### src/rtl/uart_tx_sched_if.sv
// Requester-side byte bus for uart_tx_sched: per-requester valid/data/last
// toward the scheduler, one-hot ready back to the sources.
interface uart_tx_sched_if #(
  parameter int unsigned NUM_REQ = 4
);
  logic [NUM_REQ-1:0]   req_valid;
  logic [8*NUM_REQ-1:0] req_data;
  logic [NUM_REQ-1:0]   req_last;
  logic [NUM_REQ-1:0]   req_ready;

  modport master (
    output req_valid,
    output req_data,
    output req_last,
    input  req_ready
  );

  modport slave (
    input  req_valid,
    input  req_data,
    input  req_last,
    output req_ready
  );
endinterface

### src/rtl/uart_tx_sched.sv
// uart_tx_sched: round-robin scheduler sharing one UART byte transmitter
// among NUM_REQ packet sources. A granted requester keeps the transmitter
// for a whole packet (ended by req_last or by MAX_LEN bytes).
// Optional build macro UART_TX_SCHED_HDR_EN: sends a header byte
// {4'hA, 2'b00, grant_id} ahead of each packet's payload.
module uart_tx_sched #(
  parameter int unsigned NUM_REQ = 4,
  parameter int unsigned MAX_LEN = 16
) (
  input  logic              sys_clk,
  input  logic              sys_rst_n,
  input  logic [2:0]        baud_sel,
  uart_tx_sched_if.slave    req,
  output logic [2:0]        tx_baud_set,
  output logic              tx_send_en,
  output logic [7:0]        tx_data,
  input  logic              tx_done,
  output logic              busy,
  output logic [1:0]        grant_id,
  output logic              pkt_done,
  output logic              len_err
);

  typedef enum logic [2:0] {
    ST_IDLE,
`ifdef UART_TX_SCHED_HDR_EN
    ST_HDR_SEND,
    ST_HDR_WAIT,
`endif
    ST_FETCH,
    ST_SEND,
    ST_WAIT
  } state_t;

  state_t      state;
  state_t      state_nxt;

  logic [1:0]  rr_ptr;
  logic [7:0]  byte_cnt;
  logic        last_r;
  logic        len_hit_r;

  logic        any_valid;
  logic [1:0]  winner;
  logic        accept;
  logic [7:0]  grant_byte;
  logic        grant_last;
  logic        cnt_at_max;

  assign grant_byte = req.req_data[{grant_id, 3'b000} +: 8];
  assign grant_last = req.req_last[grant_id];
  assign cnt_at_max = (byte_cnt == 8'(MAX_LEN - 1));
  assign accept     = (state == ST_FETCH) && req.req_valid[grant_id];

  // Round-robin search: first valid requester upward from rr_ptr+1, wrapping.
  always_comb begin
    int unsigned idx;
    idx       = 0;
    winner    = rr_ptr;
    any_valid = 1'b0;
    for (int unsigned off = 1; off <= NUM_REQ; off++) begin
      idx = (int'(rr_ptr) + off) % NUM_REQ;
      if (!any_valid && req.req_valid[2'(idx)]) begin
        any_valid = 1'b1;
        winner    = 2'(idx);
      end
    end
  end

  // State register.
  always_ff @(posedge sys_clk or negedge sys_rst_n) begin
    if (!sys_rst_n) begin
      state <= ST_IDLE;
    end else begin
      state <= state_nxt;
    end
  end

  // Next-state logic.
  always_comb begin
    state_nxt = state;
    case (state)
      ST_IDLE: begin
        if (any_valid) begin
`ifdef UART_TX_SCHED_HDR_EN
          state_nxt = ST_HDR_SEND;
`else
          state_nxt = ST_FETCH;
`endif
        end
      end
`ifdef UART_TX_SCHED_HDR_EN
      ST_HDR_SEND: state_nxt = ST_HDR_WAIT;
      ST_HDR_WAIT: if (tx_done) state_nxt = ST_FETCH;
`endif
      ST_FETCH:    if (accept) state_nxt = ST_SEND;
      ST_SEND:     state_nxt = ST_WAIT;
      ST_WAIT: begin
        if (tx_done) begin
          state_nxt = last_r ? ST_IDLE : ST_FETCH;
        end
      end
      default:     state_nxt = ST_IDLE;
    endcase
  end

  // Output decode; pkt_done/len_err are combinational on the final tx_done.
  always_comb begin
    req.req_ready = '0;
    if (state == ST_FETCH) begin
      req.req_ready[grant_id] = req.req_valid[grant_id];
    end
`ifdef UART_TX_SCHED_HDR_EN
    tx_send_en = (state == ST_SEND) || (state == ST_HDR_SEND);
`else
    tx_send_en = (state == ST_SEND);
`endif
    busy     = (state != ST_IDLE);
    pkt_done = (state == ST_WAIT) && tx_done && last_r;
    len_err  = (state == ST_WAIT) && tx_done && last_r && len_hit_r;
  end

  // Datapath: baud capture, grant, byte capture, length tracking, pointer.
  always_ff @(posedge sys_clk or negedge sys_rst_n) begin
    if (!sys_rst_n) begin
      tx_baud_set <= '0;
      tx_data     <= '0;
      grant_id    <= '0;
      rr_ptr      <= 2'(NUM_REQ - 1);
      byte_cnt    <= '0;
      last_r      <= 1'b0;
      len_hit_r   <= 1'b0;
    end else begin
      case (state)
        ST_IDLE: begin
          tx_baud_set <= baud_sel;
          if (any_valid) begin
            grant_id <= winner;
            byte_cnt <= '0;
`ifdef UART_TX_SCHED_HDR_EN
            tx_data  <= {4'hA, 2'b00, winner};
`endif
          end
        end
        ST_FETCH: begin
          if (accept) begin
            tx_data   <= grant_byte;
            last_r    <= grant_last | cnt_at_max;
            len_hit_r <= cnt_at_max & ~grant_last;
            byte_cnt  <= byte_cnt + 8'd1;
          end
        end
        ST_WAIT: begin
          if (tx_done && last_r) begin
            rr_ptr <= grant_id;
          end
        end
        default: ;
      endcase
    end
  end

endmodule
### src/flat_wrapper.sv
// flat-port wrapper written by rule: the top's interface ports become plain ports
module uart_tx_sched_flat 
#(
  parameter int unsigned NUM_REQ = 4,
  parameter int unsigned MAX_LEN = 16
)
  (sys_clk, sys_rst_n, baud_sel, tx_baud_set, tx_send_en, tx_data, tx_done, busy, grant_id, pkt_done, len_err, req_req_valid, req_req_data, req_req_last, req_req_ready);
  uart_tx_sched_if #(.NUM_REQ(NUM_REQ)) req_i ();
  input  logic sys_clk;
  input  logic sys_rst_n;
  input  logic [2:0] baud_sel;
  output logic [2:0] tx_baud_set;
  output logic tx_send_en;
  output logic [7:0] tx_data;
  input  logic tx_done;
  output logic busy;
  output logic [1:0] grant_id;
  output logic pkt_done;
  output logic len_err;
  input wire logic [$bits(req_i.req_valid)-1:0] req_req_valid;
  input wire logic [$bits(req_i.req_data)-1:0] req_req_data;
  input wire logic [$bits(req_i.req_last)-1:0] req_req_last;
  output wire logic [$bits(req_i.req_ready)-1:0] req_req_ready;
  assign req_i.req_valid = req_req_valid;
  assign req_i.req_data = req_req_data;
  assign req_i.req_last = req_req_last;
  assign req_req_ready = req_i.req_ready;
  uart_tx_sched #(.NUM_REQ(NUM_REQ), .MAX_LEN(MAX_LEN)) u_core (.sys_clk(sys_clk), .sys_rst_n(sys_rst_n), .baud_sel(baud_sel), .req(req_i), .tx_baud_set(tx_baud_set), .tx_send_en(tx_send_en), .tx_data(tx_data), .tx_done(tx_done), .busy(busy), .grant_id(grant_id), .pkt_done(pkt_done), .len_err(len_err));
endmodule
### config.mk
export PLATFORM = sky130hd
export DESIGN_NAME = uart_tx_sched_flat
export DESIGN_NICKNAME = d
export VERILOG_FILES = /design/src/rtl/uart_tx_sched_if.sv /design/src/rtl/uart_tx_sched.sv /design/src/flat_wrapper.sv
export SDC_FILE = /design/constraint.sdc
export NUM_CORES = 1
export LEC_CHECK = 0
export ABC_AREA = 1
export ABC_CLOCK_PERIOD_IN_PS = 4300
export CELL_PAD_IN_SITES_DETAIL_PLACEMENT = 0
export CELL_PAD_IN_SITES_GLOBAL_PLACEMENT = 1
export CORE_UTILIZATION = 34
export CTS_CLUSTER_DIAMETER = 50
export CTS_CLUSTER_SIZE = 40
export DETAILED_ROUTE_END_ITERATION = 10
export GPL_TIMING_DRIVEN = 0
export PLACE_DENSITY = 0.95
export REMOVE_ABC_BUFFERS = 1
export SYNTH_ARGS = -nofsm -noshare
export SYNTH_HDL_FRONTEND = slang
export SYNTH_SLANG_ARGS = --single-unit
### constraint.sdc
create_clock -name sys_clk -period 4.3 [get_ports sys_clk]
set_clock_uncertainty 0.15 [all_clocks]
set_input_delay 0.43 -clock sys_clk [delete_from_list [all_inputs] [get_ports sys_clk]]
set_output_delay 0.43 -clock sys_clk [all_outputs]
set_load 0.01 [all_outputs]
After elaboration in Yosys (flattened, before gate mapping)
Cells that the tools add are included.
Widths: inputs -> output; s select.
{"block": "totals", "ff_bits": 28, "output_inout_bits": 21}
{"block": "classes", "n_addsub": 5, "n_lt_le_gt_ge": 6, "n_eq_ne": 7, "shifts": 1, "mux": 31, "bitwise_logic": 4, "reduce_logical": 20}
{"op": "$shiftx 32x6->8", "n": 1}
{"op": "$mux 8", "n": 2}
{"op": "$pmux 8 s2", "n": 1}
{"op": "$lt 2x3->1 const B", "n": 5}
{"op": "$bmux 1 s2", "n": 6}
{"op": "$mux 1", "n": 12}
{"op": "$pmux 3 s4", "n": 1}
{"op": "$logic_and 1x1->1", "n": 9}
{"op": "$mux 3", "n": 3}
{"op": "$add 8x1->8 const B", "n": 1}
{"op": "$eq 8x4->1 const B", "n": 1}
{"op": "$mux 2", "n": 4}
{"op": "$eq 3x2->1 const B", "n": 2}
{"op": "$reduce_and 2->1", "n": 3}
{"op": "$reduce_and 3->1", "n": 2}
{"op": "$add 2x1->2 const B", "n": 2}
{"op": "$add 2x2->2 const B", "n": 2}
{"op": "$and 4x4->4", "n": 1}
{"op": "$mux 4", "n": 1}
{"op": "$ne 2x1->1 const B", "n": 2}
{"op": "$eq 3x1->1 const B", "n": 1}
{"op": "$logic_not 1->1", "n": 3}
{"op": "$logic_not 3->1", "n": 1}
{"op": "$reduce_bool 3->1", "n": 1}
{"op": "7 further kinds", "n": 7}

Depth between registers and ports, before layout
{"block": "logic_depth", "depth_word": 15, "ltp_mapped": 13, "depth_no_buf": 13}

Worst setup path after synthesis
OpenSTA, ideal clock, no wires.
{"block": "synth_path", "path_type": "flip-flop to output port", "from": "reg u_core.grant_id[0]", "to": "out req_req_ready[3]", "t_arrival_ns": 1.392, "required_ns": 3.720, "path_slack_ns": 2.328, "stages_incl_launch_ff": 8, "cell_sequence": "dfrtp_1 > buf_4 > nor2_4 > nand2_2 > nand2_1 > o21ai_4 > buf_6 > nor2_1"}
{"block": "synth_between", "elab_chain_cells": 6}
{"item": "start, declared", "line_no": "uart_tx_sched.sv:19", "rtl": "output logic [1:0] grant_id,"}
{"item": "start signal, assigned", "line_no": "uart_tx_sched.sv:138", "rtl": "grant_id <= winner;"}
{"item": "$lt 2x3->1 (not written as such) or $ge 2x1->1 (tied branches)", "line_no": "uart_tx_sched.sv:111", "rtl": "req.req_ready[grant_id] = req.req_valid[grant_id];"}
{"item": "$logic_and 1x1->1 (not written as such)", "line_no": "uart_tx_sched.sv:111"}
{"item": "$mux 1 (not written as such)", "line_no": "uart_tx_sched.sv:111"}
{"item": "$demux 1 s2"}
{"item": "$and 4x4->4 (no line) *"}
{"item": "$mux 4 *", "line_no": "uart_tx_sched.sv:110", "rtl": "if (state == ST_FETCH) begin"}
{"item": "end, declared", "line_no": "flat_wrapper.sv:23", "rtl": "output wire logic [$bits(req_i.req_ready)-1:0] req_req_ready;"}
Mark *: on every way between the ends. The rest lies on a longest branch, timed or not. The select of a mux whose other input is x is not followed.

Final worst setup path
{"block": "layout_path", "from": "in req_req_valid[1]", "to": "out req_req_ready[3]"}
{"block": "layout_between", "elab_chain_cells": 4}
{"item": "start, declared", "line_no": "flat_wrapper.sv:20", "rtl": "input wire logic [$bits(req_i.req_valid)-1:0] req_req_valid;"}
{"item": "$bmux 1 s2", "line_no": "uart_tx_sched.sv:111"}
{"item": "$mux 1 (not written as such)", "line_no": "uart_tx_sched.sv:111"}
{"item": "$and 4x4->4 (no line)"}
{"item": "$mux 4", "line_no": "uart_tx_sched.sv:110"}
Every way passes these cells. The select of a mux whose other input is x is not followed.

==> metrics <==
die area=5860 µm²; flop and latch count out of synthesis=27; M1 GR Usage=23.9%; Area contributors post-synth=dfrtp_1, nand2_1, nand3_1; post-synth top area cell=dfrtp_1; Tmin final=2850 ps; largest net degree at the start of global routing=28; Skew-Pair Late Insertion Delay=270 ps; CTS Hold Bufs=0; Post-synth EDFFs=0; FF/Latch Area=678 µm²; CTS tree=yes; CP startpoint kind=input port; Die H=76.5 µm; Slew headroom=58.7%; first-pass GRT wire length=8.42 mm; post-synthesis cell count=266; Final TNS setup=0 ps; Routed WL per cell=11.9 µm; Total Wirelength=4.79 mm; register area share after synthesis=35.9%; DPL Wire Length=3.67 mm; vias=1944; core area=5240 µm²; initial antenna violation count=0; Worst Path Max Fanout=19; Main synth FF type=dfrtp_1; synth unique cells=31; Final Power=1560 µW; PD cells=589 nW/µm²; # H-tree levels=1; Yosys warning total=0; # nets final=385; fill count=516; Final ANT Viol Nets=0; DRT Pass-1 Iters=4; Leak=0.00124 µW; worst min path class=in -> async; vias per inst=4.82; Antenna diodes=0; CTS root buffer=clkbuf_8; ys async rst share=100%; worst path required time=3720 ps; IO Pins=67; GR Util met2=28.8%; Mapped Avg Cell Area=7.10 µm²; CTS Buffer Depth=2; most frequent cell after synthesis=nand2_1; CTS buffer count=3; Worst-path clk slew=100 ps; status=complete, no violations; FP Rows=26; CTS Sinks=27; period utilisation layout=66.3%; area of the multi-input gates=1080 µm²; post-cts resize count=0; maxcap violations=0; critical path capture point type=primary output; global-route usage over all layers=17.6%; Syn-to-layout area delta=40.1%; Starting Density=36.1%; Die Width=76.5 µm; Max Fclk=0.351 GHz; grt peak-use layer=met2; met3 usage=3.71%; DRC errors left=0; IR drop worst, VDD=0.295 mV; R2R depth=7; RSZ-0062 raised after global routing=no; CP arrival=2270 ps; top post-synthesis cells by count=nand2_1, dfrtp_1, nand3_1; Final Max Slew Viols=0; Final Setup Violations=0; initial drt markers=95; Post-Synthesis Cell Area=1890 µm²; post-synth top area share=33.1%; Worst-Margin Slew=619 ps; GRT overflow=0; Hold Vio Cnt, Final=0; share of cells above drive strength 1=9.91%; worst setup path category=in -> out; vias in the first global route=1773; Port Buf Inserts=66; # Post-CTS Setup Buffers=0; Final GP Congestion=0.840
cell families after synthesis:
group                      synth area share (%)
xor gates and xnor gates                   1.39
DFF                                        35.9
adders and majority gates                  3.31
and+or+nand+nor                            43.3
buffers and inverters                      6.95
AOI/OAI and AO/OA                          9.14
metrics by stage:
stage               area, µm²  setup WS, ps  hold slack [ps]  utilization (%)  std cells
floorplan                1860          2390            -15.6                -        263
global route             2650          1260             53.9             50.5        403
detailed placement       2610          1460              311             49.8        399
finish                   2650          1450             10.0             50.5        403
global placement         2610          1470              305             49.8        399
CTS                      2650          1440              334             50.6        403
cell type report:
cell class                      instances  area share, %
Clock buffer                            4           1.70
Inverter                               27           3.83
Multi-Input combinational cell        209           40.8
Sequential cell                        27           25.6
Tap cell                               70           3.31
Timing Repair Buffer                   66           24.8
cell usage in the layout (no fill, tap or decap), drive strengths merged, types with 5 or more instances in the layout:
cell type	count
a21oi	10
clkdlybuf4s50	65
dfrtp	25
ha	5
inv	25
nand2	115
nand3	26
nand4	11
nor2	16
o21ai	17
sequential cells by signal, indices dropped and copies added, names as in the netlist:
signal	cells
u_core.byte_cnt	8
u_core.tx_data	8
u_core.tx_baud_set	3
u_core.grant_id	2
u_core.rr_ptr	2
u_core.state	2
u_core.last_r	1
u_core.len_hit_r	1
critical path, cell delays in order:
cell,delay (ps)
clkdlybuf4s50_1,470
nand3_1,210
nand2_1,120
o21ai_4,460
nor2_1,80
clkdlybuf4s50_1,500
where the power goes:
group | switching (µW) | internal (µW)
combinational | 577 | 396
clock | 81.9 | 66.5
sequential | 86.5 | 352
per-layer routing:
layer / vias up / share of wire (%)
met5: - / 0
met4: 0 / 0.40
met3: 2 / 7.2
met2: 71 / 46
met1: 876 / 47
li1: 995 / -
path summary, 6_finish.rpt:
kind,slack (ps),endpoint,startpoint
max in group asynchronous,3580,u_core.grant_id[1],sys_rst_n
setup / recovery,1450,req_req_ready[3],req_req_valid[1]
hold reg to reg,330,u_core.tx_baud_set[2],u_core.tx_baud_set[2]
setup reg to reg,2270,u_core.byte_cnt[6],u_core.state[1]
min in group sys_clk,330,u_core.tx_baud_set[2],u_core.tx_baud_set[2]
hold / removal,10,u_core.byte_cnt[7],sys_rst_n
(Power assumes the default switching activity.)
